## config.mk

```make
export PLATFORM = sky130hd
export DESIGN_NAME = ascon_ctrl
export DESIGN_NICKNAME = d
export VERILOG_FILES = /design/src/rtl/ascon_ctrl.sv
export SDC_FILE = /design/constraint.sdc
export NUM_CORES = 1
export LEC_CHECK = 0
export ABC_AREA = 1
export BUFFER_PORTS_ARGS = -buffer_cell sky130_fd_sc_hd__buf_2
export CAP_MARGIN = 15
export CORE_AREA = 2 2 243 245
export CTS_CLUSTER_DIAMETER = 30
export CTS_CLUSTER_SIZE = 20
export DETAILED_ROUTE_END_ITERATION = 6
export DIE_AREA = 0 0 245 247
export PLACE_DENSITY = 0.41
export SYNTH_ARGS = -nofsm -noshare
export SYNTH_HDL_FRONTEND = slang
export SYNTH_SLANG_ARGS = --single-unit
```

## constraint.sdc

```tcl
create_clock -name clk -period 1.8 [get_ports clk]
set_clock_uncertainty 0.05 [all_clocks]
set_input_delay 0 -clock clk [delete_from_list [all_inputs] [get_ports clk]]
set_output_delay 0 -clock clk [all_outputs]
set_load 0.01 [all_outputs]
```

## src/rtl/ascon_ctrl.sv

```systemverilog
`timescale 1ns/1ps
`default_nettype none
// +--------------------------------------------------------------------------+
// | Module  : ascon_ctrl                                                      |
// | Brief   : Sequences INIT/AD/PT/FINAL Ascon core ops with FIFO handshakes. |
// |           Optional macro ASCON_CTRL_TRIGGER_EN adds trigger_o.            |
// | Revision: 1.0                                                             |
// +--------------------------------------------------------------------------+
module ascon_ctrl #(
  parameter int DataAddrWidth = 7,
  parameter int DelayWidth    = 16
) (
  input  logic                     clk,
  input  logic                     rst_n,
`ifdef ASCON_CTRL_TRIGGER_EN
  output logic                     trigger_o,
`endif
  input  logic                     start_i,
  input  logic [DataAddrWidth-1:0] ad_size_i,
  input  logic [DataAddrWidth-1:0] pt_size_i,
  input  logic [DelayWidth-1:0]    delay_i,
  output logic                     ready_o,
  output logic                     tag_valid_o,
  output logic [127:0]             tag_o,
  output logic                     ad_pop_o,
  input  logic [63:0]              ad_i,
  input  logic                     ad_empty_i,
  output logic                     pt_pop_o,
  input  logic [63:0]              pt_i,
  input  logic                     pt_empty_i,
  output logic                     ct_push_o,
  output logic [63:0]              ct_o,
  input  logic                     ct_full_i,
  output logic                     core_valid_o,
  output logic [1:0]               core_op_o,
  output logic [63:0]              core_data_o,
  output logic                     core_last_o,
  input  logic                     core_ready_i,
  input  logic                     core_done_i,
  input  logic [63:0]              core_data_i,
  input  logic [127:0]             core_tag_i
);

  typedef enum logic [1:0] {
    S_IDLE  = 2'd0,
    S_ISSUE = 2'd1,
    S_BUSY  = 2'd2,
    S_WAIT  = 2'd3
  } state_t;

  localparam logic [1:0] c_op_init  = 2'd0;
  localparam logic [1:0] c_op_ad    = 2'd1;
  localparam logic [1:0] c_op_pt    = 2'd2;
  localparam logic [1:0] c_op_final = 2'd3;

  state_t                   r_state;
  state_t                   w_next_state;
  logic [1:0]               r_phase;
  logic [1:0]               w_next_phase;
  logic                     r_start_q;
  logic [DataAddrWidth-1:0] r_ad_cnt;
  logic [DataAddrWidth-1:0] r_pt_cnt;
  logic [DelayWidth-1:0]    r_delay;
  logic [DelayWidth-1:0]    r_wait_cnt;
  logic                     r_tag_valid;
  logic [127:0]             r_tag;

  logic       w_start_edge;
  logic [1:0] w_after;
  logic       w_op_ok;
  logic       w_handshake;
  logic       w_done;
  logic       w_step;
  logic       w_finish;
  logic       w_issue;

  assign w_start_edge = start_i & ~r_start_q;

  // Counts are already decremented at handshake, so this picks the op after the current one.
  assign w_after = (r_ad_cnt != '0) ? c_op_ad :
                   (r_pt_cnt != '0) ? c_op_pt : c_op_final;

  always_comb begin
    w_next_state = r_state;
    w_next_phase = r_phase;
    w_op_ok      = 1'b0;
    w_handshake  = 1'b0;
    w_done       = 1'b0;
    w_step       = 1'b0;
    w_finish     = 1'b0;
    unique case (r_state)
      S_IDLE: begin
        if (w_start_edge) begin
          w_next_state = S_ISSUE;
          w_next_phase = c_op_init;
        end
      end
      S_ISSUE: begin
        unique case (r_phase)
          c_op_ad: w_op_ok = ~ad_empty_i;
          // The CT slot is reserved here; nothing else pushes CT before the done.
          c_op_pt: w_op_ok = ~pt_empty_i & ~ct_full_i;
          default: w_op_ok = 1'b1;
        endcase
        if (w_op_ok && core_ready_i) begin
          w_handshake  = 1'b1;
          w_next_state = S_BUSY;
        end
      end
      S_BUSY: begin
        if (core_done_i) begin
          w_done = 1'b1;
          if (r_delay != '0) w_next_state = S_WAIT;
          else               w_step       = 1'b1;
        end
      end
      S_WAIT: begin
        if (r_wait_cnt <= DelayWidth'(1)) w_step = 1'b1;
      end
      default: w_next_state = S_IDLE;
    endcase
    if (w_step) begin
      if (r_phase == c_op_final) begin
        w_next_state = S_IDLE;
        w_finish     = 1'b1;
      end else begin
        w_next_state = S_ISSUE;
        w_next_phase = w_after;
      end
    end
  end

  always_ff @(posedge clk) begin
    if (!rst_n) begin
      r_state <= S_IDLE;
      r_phase <= c_op_init;
    end else begin
      r_state <= w_next_state;
      r_phase <= w_next_phase;
    end
  end

  always_ff @(posedge clk) begin
    if (!rst_n) begin
      r_start_q   <= 1'b0;
      r_ad_cnt    <= '0;
      r_pt_cnt    <= '0;
      r_delay     <= '0;
      r_wait_cnt  <= '0;
      r_tag_valid <= 1'b0;
      r_tag       <= '0;
    end else begin
      r_start_q <= start_i;
      if (r_state == S_IDLE && w_start_edge) begin
        r_ad_cnt    <= ad_size_i;
        r_pt_cnt    <= pt_size_i;
        r_delay     <= delay_i;
        r_tag_valid <= 1'b0;
      end
      if (w_handshake && r_phase == c_op_ad) r_ad_cnt <= r_ad_cnt - DataAddrWidth'(1);
      if (w_handshake && r_phase == c_op_pt) r_pt_cnt <= r_pt_cnt - DataAddrWidth'(1);
      if (w_done) begin
        r_wait_cnt <= r_delay;
        if (r_phase == c_op_final) r_tag <= core_tag_i;
      end else if (r_state == S_WAIT) begin
        r_wait_cnt <= r_wait_cnt - DelayWidth'(1);
      end
      if (w_finish) r_tag_valid <= 1'b1;
    end
  end

  // Strobes are masked by rst_n so a reset cycle never pops or pushes.
  assign w_issue      = rst_n & (r_state == S_ISSUE);
  assign ready_o      = (r_state == S_IDLE);
  assign tag_valid_o  = r_tag_valid;
  assign tag_o        = r_tag;
  assign core_valid_o = w_issue & w_op_ok;
  assign core_op_o    = w_issue ? r_phase : c_op_init;
  assign core_data_o  = !w_issue              ? 64'd0 :
                        (r_phase == c_op_ad)  ? ad_i  :
                        (r_phase == c_op_pt)  ? pt_i  : 64'd0;
  assign core_last_o  = w_issue &
                        (((r_phase == c_op_ad) && (r_ad_cnt == DataAddrWidth'(1))) ||
                         ((r_phase == c_op_pt) && (r_pt_cnt == DataAddrWidth'(1))));
  assign ad_pop_o     = rst_n & w_handshake & (r_phase == c_op_ad);
  assign pt_pop_o     = rst_n & w_handshake & (r_phase == c_op_pt);
  assign ct_push_o    = rst_n & w_done & (r_phase == c_op_pt);
  assign ct_o         = ct_push_o ? core_data_i : 64'd0;

`ifdef ASCON_CTRL_TRIGGER_EN
  logic r_trigger;

  always_ff @(posedge clk) begin
    if (!rst_n) r_trigger <= 1'b0;
    else        r_trigger <= (w_next_state == S_BUSY) && (w_next_phase != c_op_init);
  end

  assign trigger_o = r_trigger;
`endif

endmodule
`default_nettype wire

```

==> results.sh, run 1 <==
export IMPL_grt_pass1_wl_mm=69.50
export IMPL_fin_tns_setup_ns=-21.19
export IMPL_syn_inst=1389
export IMPL_first_pass_iters=5
export IMPL_async_flop_share=0
export IMPL_nets=2563
export IMPL_ys_types=39
export IMPL_violations="setup timing"
export IMPL_p_leak_nw=8.275
export IMPL_dieHeight_um=247
export IMPL_synth_ff_type="dfxtp_1"
export IMPL_ioPinCount=623
export IMPL_finalCriticalPeriod_ns=2.032
export IMPL_crit_end="core_data_o[18]"
export IMPL_r2r_slack_ns=-0.11
export IMPL_antenna_left=0
export IMPL_grt_max_degree=85
export IMPL_synth_area_top_cells="dfxtp_1 (39%), nand2_1 (15%), a21oi_1 (12%)"
export IMPL_hold_viol=0
export IMPL_syn_nets=1761
export IMPL_setup_viol=138
export IMPL_synth_edff_count=0
export IMPL_die_area_um2=60520
export IMPL_reg2reg_from="r_phase[0]$_SDFF_PN0_"
export IMPL_ys_seq_elements=180
export IMPL_yosys_area_share_simple=0.3136
export IMPL_crit_path_start_kind="register"
export IMPL_postSynthAreaPerCell_um2=6.583
export IMPL_core_area_um2=58240
export IMPL_synthMuxAreaShare=0
export IMPL_synth_compound_area_frac=0.1587
export IMPL_synth_most_common_cell="nand2_1"
export IMPL_grt_pass1_vias=11730
export IMPL_cts_root_buf="clkbuf_16"
export IMPL_place_area_um2=13360
export IMPL_r2r_end="r_pt_cnt[1]$_SDFFE_PN0P_"
export IMPL_synth_top_area_share=0.3941
export IMPL_synthAdderAreaFrac=0.01916
export IMPL_worstMarginPinSlew_ns=0.4946
export IMPL_synth_area_um2=9144
export IMPL_powerDensity_nw_per_um2=710.4
export IMPL_htreeDepth=4
export IMPL_drive_gt1_frac=0.4610
export IMPL_drc_errors=0
export IMPL_yosys_warnings=0
export IMPL_clock_latency_ns=0.46
export IMPL_rsz0062_at_grt="true"
export IMPL_clk_path_buf_depth=2
export IMPL_synth_top_family_by_area="simple AND/OR/NAND/NOR gates"
export IMPL_rows=89
export IMPL_track_usage=0.1491
export IMPL_slew_violations=0
export IMPL_clock_sinks=180
export IMPL_cts_tree="yes"
export IMPL_crit_type="register to output port"
export IMPL_synth_area_leader_cell="dfxtp_1"
export IMPL_path_clk_slew_ns=0.08
export IMPL_hp_class="input port to register"
export IMPL_status="complete, but fails checks"
export IMPL_avgRoutedWirePerCell_um=16.45
export IMPL_cp_end_kind="output port"
export IMPL_reg2reg_depth=14
export IMPL_crit_start="r_phase[0]$_SDFF_PN0_"
export IMPL_finish_instance_area_um2=18000
export IMPL_yosys_area_share_xor_xnor=0.01054
export IMPL_netlist_top_cells_count="nand2_1 (370), a21oi_1 (220), dfxtp_1 (180)"
export IMPL_critPathMaxFanout=7
export IMPL_cp_required_ns=1.75
export IMPL_numCtsBuffers=17
export IMPL_grt_overflow=0
export IMPL_fin_crit_sh=1.129
export IMPL_synth_seq_area_share=0.3941
export IMPL_syn2layout_area_growth_pct=96.87
export IMPL_max_slew_margin=0.6703
export IMPL_gp_congestion=0.9447
export IMPL_io_buffers=622
export IMPL_via_count=12290
export IMPL_routed_via_density=4.125
export IMPL_antenna_found_initial=2
export IMPL_fmax_mhz=492.2
export IMPL_start_util=0.1570
export IMPL_vdd_drop_max_v=0.0006242
export IMPL_fp_dieW_um=245
export IMPL_cap_violations=0
export IMPL_drt_iter0_drc=533
export IMPL_arrival_ns=1.98
export IMPL_dp_hpwl_mm=33.62
export IMPL_totalWireLength_mm=49.00
export IMPL_setup_slack_ns=-0.2315
[per-stage QoR]
step / std cells / hold WS (ns) / power (W) / utilization / worst slack [ns]
floorplan: 1389 / 0.03713 / 0.006209 / - / 0.1952
global placement: 2740 / 0.1845 / 0.007536 / 0.2293 / -0.03585
detailed placement: 2740 / 0.2015 / 0.007535 / 0.2293 / -0.05970
CTS: 2968 / 0.03065 / 0.01256 / 0.2890 / -0.2939
global route: 2977 / 0.09971 / 0.01358 / 0.3090 / -0.3830
finish: 2978 / 0.09943 / 0.01279 / 0.3091 / -0.2315
[per-layer routing]
layer,track usage,part of all wire,wire length (um)
met5,0,0.00022,11
met4,0.03838,0.017,851
met3,0.03408,0.055,2719
met2,0.2575,0.50,24280
met1,0.1860,0.43,21140
[kinds of logic (layout without fill, tap and decap cells)]
logic type,count (synthesis),in the layout
AND/OR/NAND/NOR,685,685
AO/OA/AOI/OAI,280,280
buffers and inverters,219,1034
flip-flops,180,180
adder cells (fa/ha/maj),14,14
XOR/XNOR,11,11
other,0,1
[layout make-up]
class | instances | area (um2)
tap | 773 | 967.2
timing repair buffer | 882 | 6445
multi-input combinational | 990 | 5867
clock inverter | 15 | 200.2
fill | 6279 | 40240
clock buffer | 17 | 425.4
inverter | 120 | 480.5
antenna | 1 | 2.502
sequential | 180 | 3613
[power breakdown]
group          switching, W  internal, W  leakage [nW]
Combinational       0.00243      0.00188          6.52
Clock               0.00186      0.00223         0.302
Sequential         0.000194      0.00419          1.46
[state kept, by name, indices dropped and copies added (netlist names)]
register and cells:
r_ad_cnt 7, r_delay 16, r_phase 2, r_pt_cnt 7, r_start_q 1, r_state 2
r_wait_cnt 16, tag_o 128, tag_valid_o 1
[repair_timing]
item                                    4_1_cts  5_1_grt
hold endpoints to repair                    161        0
gates cloned                                 13        6
setup buffers                                25       14
gates resized for setup                     175      288
pin swaps                                    33       72
endpoints found under the setup margin      141      180
hold buffers                                161        0
[cells in the final DEF (no fill, tap or decap), types with 4 or more instances in the layout]
cell and count:
nor2_1 77, buf_16 8, clkbuf_16 22, a21oi_1 151, nand2_2 34, buf_8 8, dfxtp_1 176, inv_4 6
o21ai_0 22, inv_2 4, a31oi_1 9, o21ai_2 8, nand2_4 51, inv_1 107, buf_12 26, nor2_4 39
inv_6 5, buf_2 577, buf_6 55, a21oi_4 8, a21oi_2 64, dlygate4sd3_1 161, xnor2_1 5, buf_4 41
nand2_1 287, o21ai_1 10, nand4_1 4, ha_1 7, xor2_1 6, nor2_2 22, ha_4 6, nand3_1 151
nor3_1 5
[critical path, stage by stage (launching register included)]
cell,delay [ns]
dfxtp_2,0.34
buf_6,0.11
ha_4,0.17
nor2_4,0.12
buf_12,0.13
buf_12,0.16
buf_8,0.14
nand2_4,0.04
a21oi_2,0.14
buf_2,0.16
[how the worst min path moves through the flow]
stage | start | endpoint | slack, ns | cells after the start
5_1_grt | rst_n | r_pt_cnt[1]$_SDFFE_PN0P_ | 0.1 | 4
4_1_cts | rst_n | r_phase[0]$_SDFF_PN0_ | 0.03 | 4
3_5_place_dp | delay_i[11] | r_delay[11]$_SDFFE_PN0P_ | 0.20 | 3
6_report | rst_n | r_pt_cnt[1]$_SDFFE_PN0P_ | 0.1 | 4
2_1_floorplan | core_data_i[0] | ct_o[0] | 0.04 | 2
3_3_place_gp | delay_i[8] | r_delay[8]$_SDFFE_PN0P_ | 0.18 | 3
Power figures use the tool's default switching activity.
==> run 2: changes to the inputs <==
==> config.mk (replaced) <==
export PLATFORM = sky130hd
export DESIGN_NAME = ascon_ctrl
export DESIGN_NICKNAME = d
export VERILOG_FILES = /design/src/rtl/ascon_ctrl.sv
export SDC_FILE = /design/constraint.sdc
export NUM_CORES = 1
export LEC_CHECK = 0
export ABC_AREA = 0
export BUFFER_PORTS_ARGS = -buffer_cell sky130_fd_sc_hd__buf_2
export CAP_MARGIN = 15
export CORE_AREA = 2 2 243 245
export CTS_CLUSTER_DIAMETER = 40
export CTS_CLUSTER_SIZE = 20
export DETAILED_ROUTE_END_ITERATION = 6
export DIE_AREA = 0 0 245 247
export PLACE_DENSITY = 0.39
export SYNTH_ARGS = -nofsm -noshare
export SYNTH_HDL_FRONTEND = slang
export SYNTH_SLANG_ARGS = --single-unit
==> run 2 against run 1 <==
Against the previous run:
- the flow still finishes with violations (setup timing)
- worst setup slack worse by 0.074 ns
- register-to-register slack worse by 0.12 ns
- via count down 8.4%
- utilization down 1.0 points
- highest routed layer unchanged
- synthesized cell count down 19%
==> results.sh, run 2 <==
export IMPL_sw_frac_of_total=0.3281
export IMPL_totalWireLength_mm=43.33
export IMPL_netlist_top_cells_count="nand2_1 (314), dfxtp_1 (180), a21oi_1 (155)"
export IMPL_fp_dieW_um=245
export IMPL_internal_power_w=0.008079
export IMPL_critPathMaxFanout=8
export IMPL_die_area_um2=60520
export IMPL_start_util=0.1442
export IMPL_r2r_slack_ns=-0.23
export IMPL_first_pass_iters=5
export IMPL_antenna_left=0
export IMPL_dp_cells=2516
export IMPL_synth_area_leader_cell="dfxtp_1"
export IMPL_vdd_drop_max_v=0.0006109
export IMPL_grt_overflow=0
export IMPL_rows=89
export IMPL_io_buffers=622
export IMPL_synth_seq_area_share=0.4291
export IMPL_hp_class="input port to register"
export IMPL_max_slew_margin=0.5954
export IMPL_dieHeight_um=247
export IMPL_synth_most_common_cell="nand2_1"
export IMPL_routed_via_density=4.052
export IMPL_fin_crit_sh=1.170
export IMPL_ys_types=55
export IMPL_core_area_um2=58240
export IMPL_numCtsBuffers=17
export IMPL_antenna_found_initial=2
export IMPL_drt_iter0_drc=465
export IMPL_cp_required_ns=1.75
export IMPL_avgRoutedWirePerCell_um=15.61
export IMPL_slew_violations=0
export IMPL_hold_viol=0
export IMPL_hold_end="tag_o[14]$_SDFFE_PN0P_"
export IMPL_largest_reg_flops=128
export IMPL_setup_slack_ns=-0.3056
export IMPL_drive_gt1_frac=0.4938
export IMPL_synth_edff_count=0
export IMPL_via_count=11250
export IMPL_dp_hpwl_mm=29.77
export IMPL_final_common_cell="buf_2"
export IMPL_syn2layout_area_growth_pct=107.2
export IMPL_violations="setup timing"
export IMPL_yosys_warnings=0
export IMPL_syn_nets=1497
export IMPL_synth_ff_type="dfxtp_1"
export IMPL_setup_viol=151
export IMPL_worstMarginPinSlew_ns=0.6069
export IMPL_p_leak_nw=7.544
export IMPL_cts_root_buf="clkbuf_16"
export IMPL_postSynthAreaPerCell_um2=7.464
export IMPL_nets=2360
export IMPL_arrival_ns=2.06
export IMPL_drc_errors=0
export IMPL_path_clk_slew_ns=0.07
export IMPL_status="complete, but fails checks"
export IMPL_layout_cells_non_filler=2776
export IMPL_powerDensity_nw_per_um2=691.3
export IMPL_synth_area_top_cells="dfxtp_1 (43%), nand2_1 (14%), a21oi_1 (9.2%)"
export IMPL_clkPwrFrac=0.327
export IMPL_synth_area_um2=8397
export IMPL_place_area_um2=13070
export IMPL_cp_end_kind="output port"
export IMPL_fmax_mhz=474.9
export IMPL_ioPinCount=623
export IMPL_grt_pass1_vias=10540
export IMPL_track_usage=0.1278
export IMPL_hp_start="core_done_i"
export IMPL_reg2reg_from="r_phase[1]$_SDFF_PN0_"
export IMPL_final_cell_mix="buf_2 (573), nand2_1 (309), dfxtp_1 (174)"
export IMPL_clock_latency_ns=0.48
export IMPL_p_sw_w=0.003945
export IMPL_htreeDepth=4
export IMPL_ys_seq_elements=180
export IMPL_place_ws_ns=-0.1562
export IMPL_reg2reg_depth=12
export IMPL_crit_type="register to output port"
export IMPL_finalCriticalPeriod_ns=2.106
export IMPL_fin_tns_setup_ns=-30.58
export IMPL_cts_tree="yes"
export IMPL_crit_path_start_kind="register"
export IMPL_clock_sinks=180
export IMPL_synth_top_area_share=0.4291
export IMPL_power_frac_comb=0.304
export IMPL_seqPwrFrac=0.369
export IMPL_rsz0062_at_grt="true"
export IMPL_async_flop_share=0
export IMPL_r2r_end="r_ad_cnt[5]$_SDFFE_PN0P_"
export IMPL_gp_congestion=0.9064
export IMPL_hold_depth=5
export IMPL_grt_max_degree=65
export IMPL_finish_instance_area_um2=17390
export IMPL_grt_pass1_wl_mm=59.55
export IMPL_cap_violations=0
export IMPL_utilization=0.2987
export IMPL_clk_path_buf_depth=2
export IMPL_syn_inst=1125
==> run 2: cell types whose count changed after synthesis, sizes merged, moves of 60 or more <==
cell	previous run	this run
and2	1	67
inv	119	11
nand3	155	6
nand2	375	315
a21oi	223	156
a22oi	0	65
==> run 2: worst max path at each step <==
stage	startpoint	end	slack [ns]	cells after the start
2_1_floorplan	r_phase[0]$_SDFF_PN0_	r_ad_cnt[2]$_SDFFE_PN0P_	-0.02	9
3_3_place_gp	r_phase[0]$_SDFF_PN0_	r_ad_cnt[2]$_SDFFE_PN0P_	-0.14	8
3_5_place_dp	r_phase[0]$_SDFF_PN0_	r_ad_cnt[2]$_SDFFE_PN0P_	-0.16	8
4_1_cts	r_phase[0]$_SDFF_PN0_	core_data_o[39]	-0.36	10
5_1_grt	r_state[1]$_SDFFE_PN0P_	ct_o[15]	-0.39	10
6_report	r_state[1]$_SDFFE_PN0P_	ct_o[40]	-0.31	10
==> run 2: power by group through the flow <==
| stage | clock, W | combinational [W] | sequential [W] |
|---|---|---|---|
| 6_report | 0.00393 | 0.00365 | 0.00444 |
| 2_1_floorplan | 0 | 0.00146 | 0.00445 |
| 3_3_place_gp | 0 | 0.00278 | 0.00448 |
| 4_1_cts | 0.00415 | 0.00339 | 0.00442 |
| 5_1_grt | 0.00427 | 0.00396 | 0.00447 |
| 3_5_place_dp | 0 | 0.00278 | 0.00448 |
==> run 2: timing repair <==
item / CTS / global route
endpoints found under the hold margin: 161 / 0
setup buffers: 20 / 29
setup endpoints to repair: 179 / 234
gates resized for setup: 149 / 146
pin swaps: 20 / 67
gates cloned: 7 / 16
hold buffers: 162 / 0
==> run 2: logic make-up (layout without fill, tap and decap cells) <==
group	after synthesis	in the layout	synth area share
DFF	180	180	0.4291
adders and majority gates	14	14	0.02086
and+or+nand+nor	543	543	0.2876
AOI/OAI and AO/OA	273	273	0.2007
other	0	2	0
buffers and inverters	100	976	0.04589
muxes	1	1	0.001192
xor gates and xnor gates	14	14	0.01460
==> run 2: through the flow <==
stage          power [W]  hold WS, ns
5_1_grt          0.01270       0.1186
6_report         0.01202       0.1320
2_1_floorplan   0.005908      0.07171
4_1_cts          0.01196      0.08064
3_3_place_gp    0.007260       0.1831
3_5_place_dp    0.007269       0.1928
==> run 2: routing by layer <==
layer | share of wire | routed length, um | vias to the layer above | track usage
met4 | 0.024 | 1037 | 2 | 0.05201
met3 | 0.057 | 2473 | 45 | 0.03310
met1 | 0.42 | 18220 | 5264 | 0.1519
met5 | 0.00025 | 11 | - | 0
li1 | - | - | 5541 | -
met2 | 0.50 | 21580 | 396 | 0.2185
==> run 2: worst max-delay path: stages (launching register included) <==
cell and delay, ns:
dfxtp_2 0.36, buf_6 0.11, ha_4 0.15, nand2_4 0.06
buf_6 0.12, nor2_4 0.09, buf_12 0.15, buf_12 0.15
clkbuf_16 0.15, and2_4 0.14, buf_6 0.09
==> run 2: cell type report <==
class                   instances  area [um2]
clock buffers                  18       439.2
clock inverters                14       157.7
diodes                          2       5.005
well taps                     773       967.2
multi-input cells             845        5238
repair buffers                932        6912
flip-flops and latches        180        3618
inverters                      12       57.56
fillers                      6186       40850
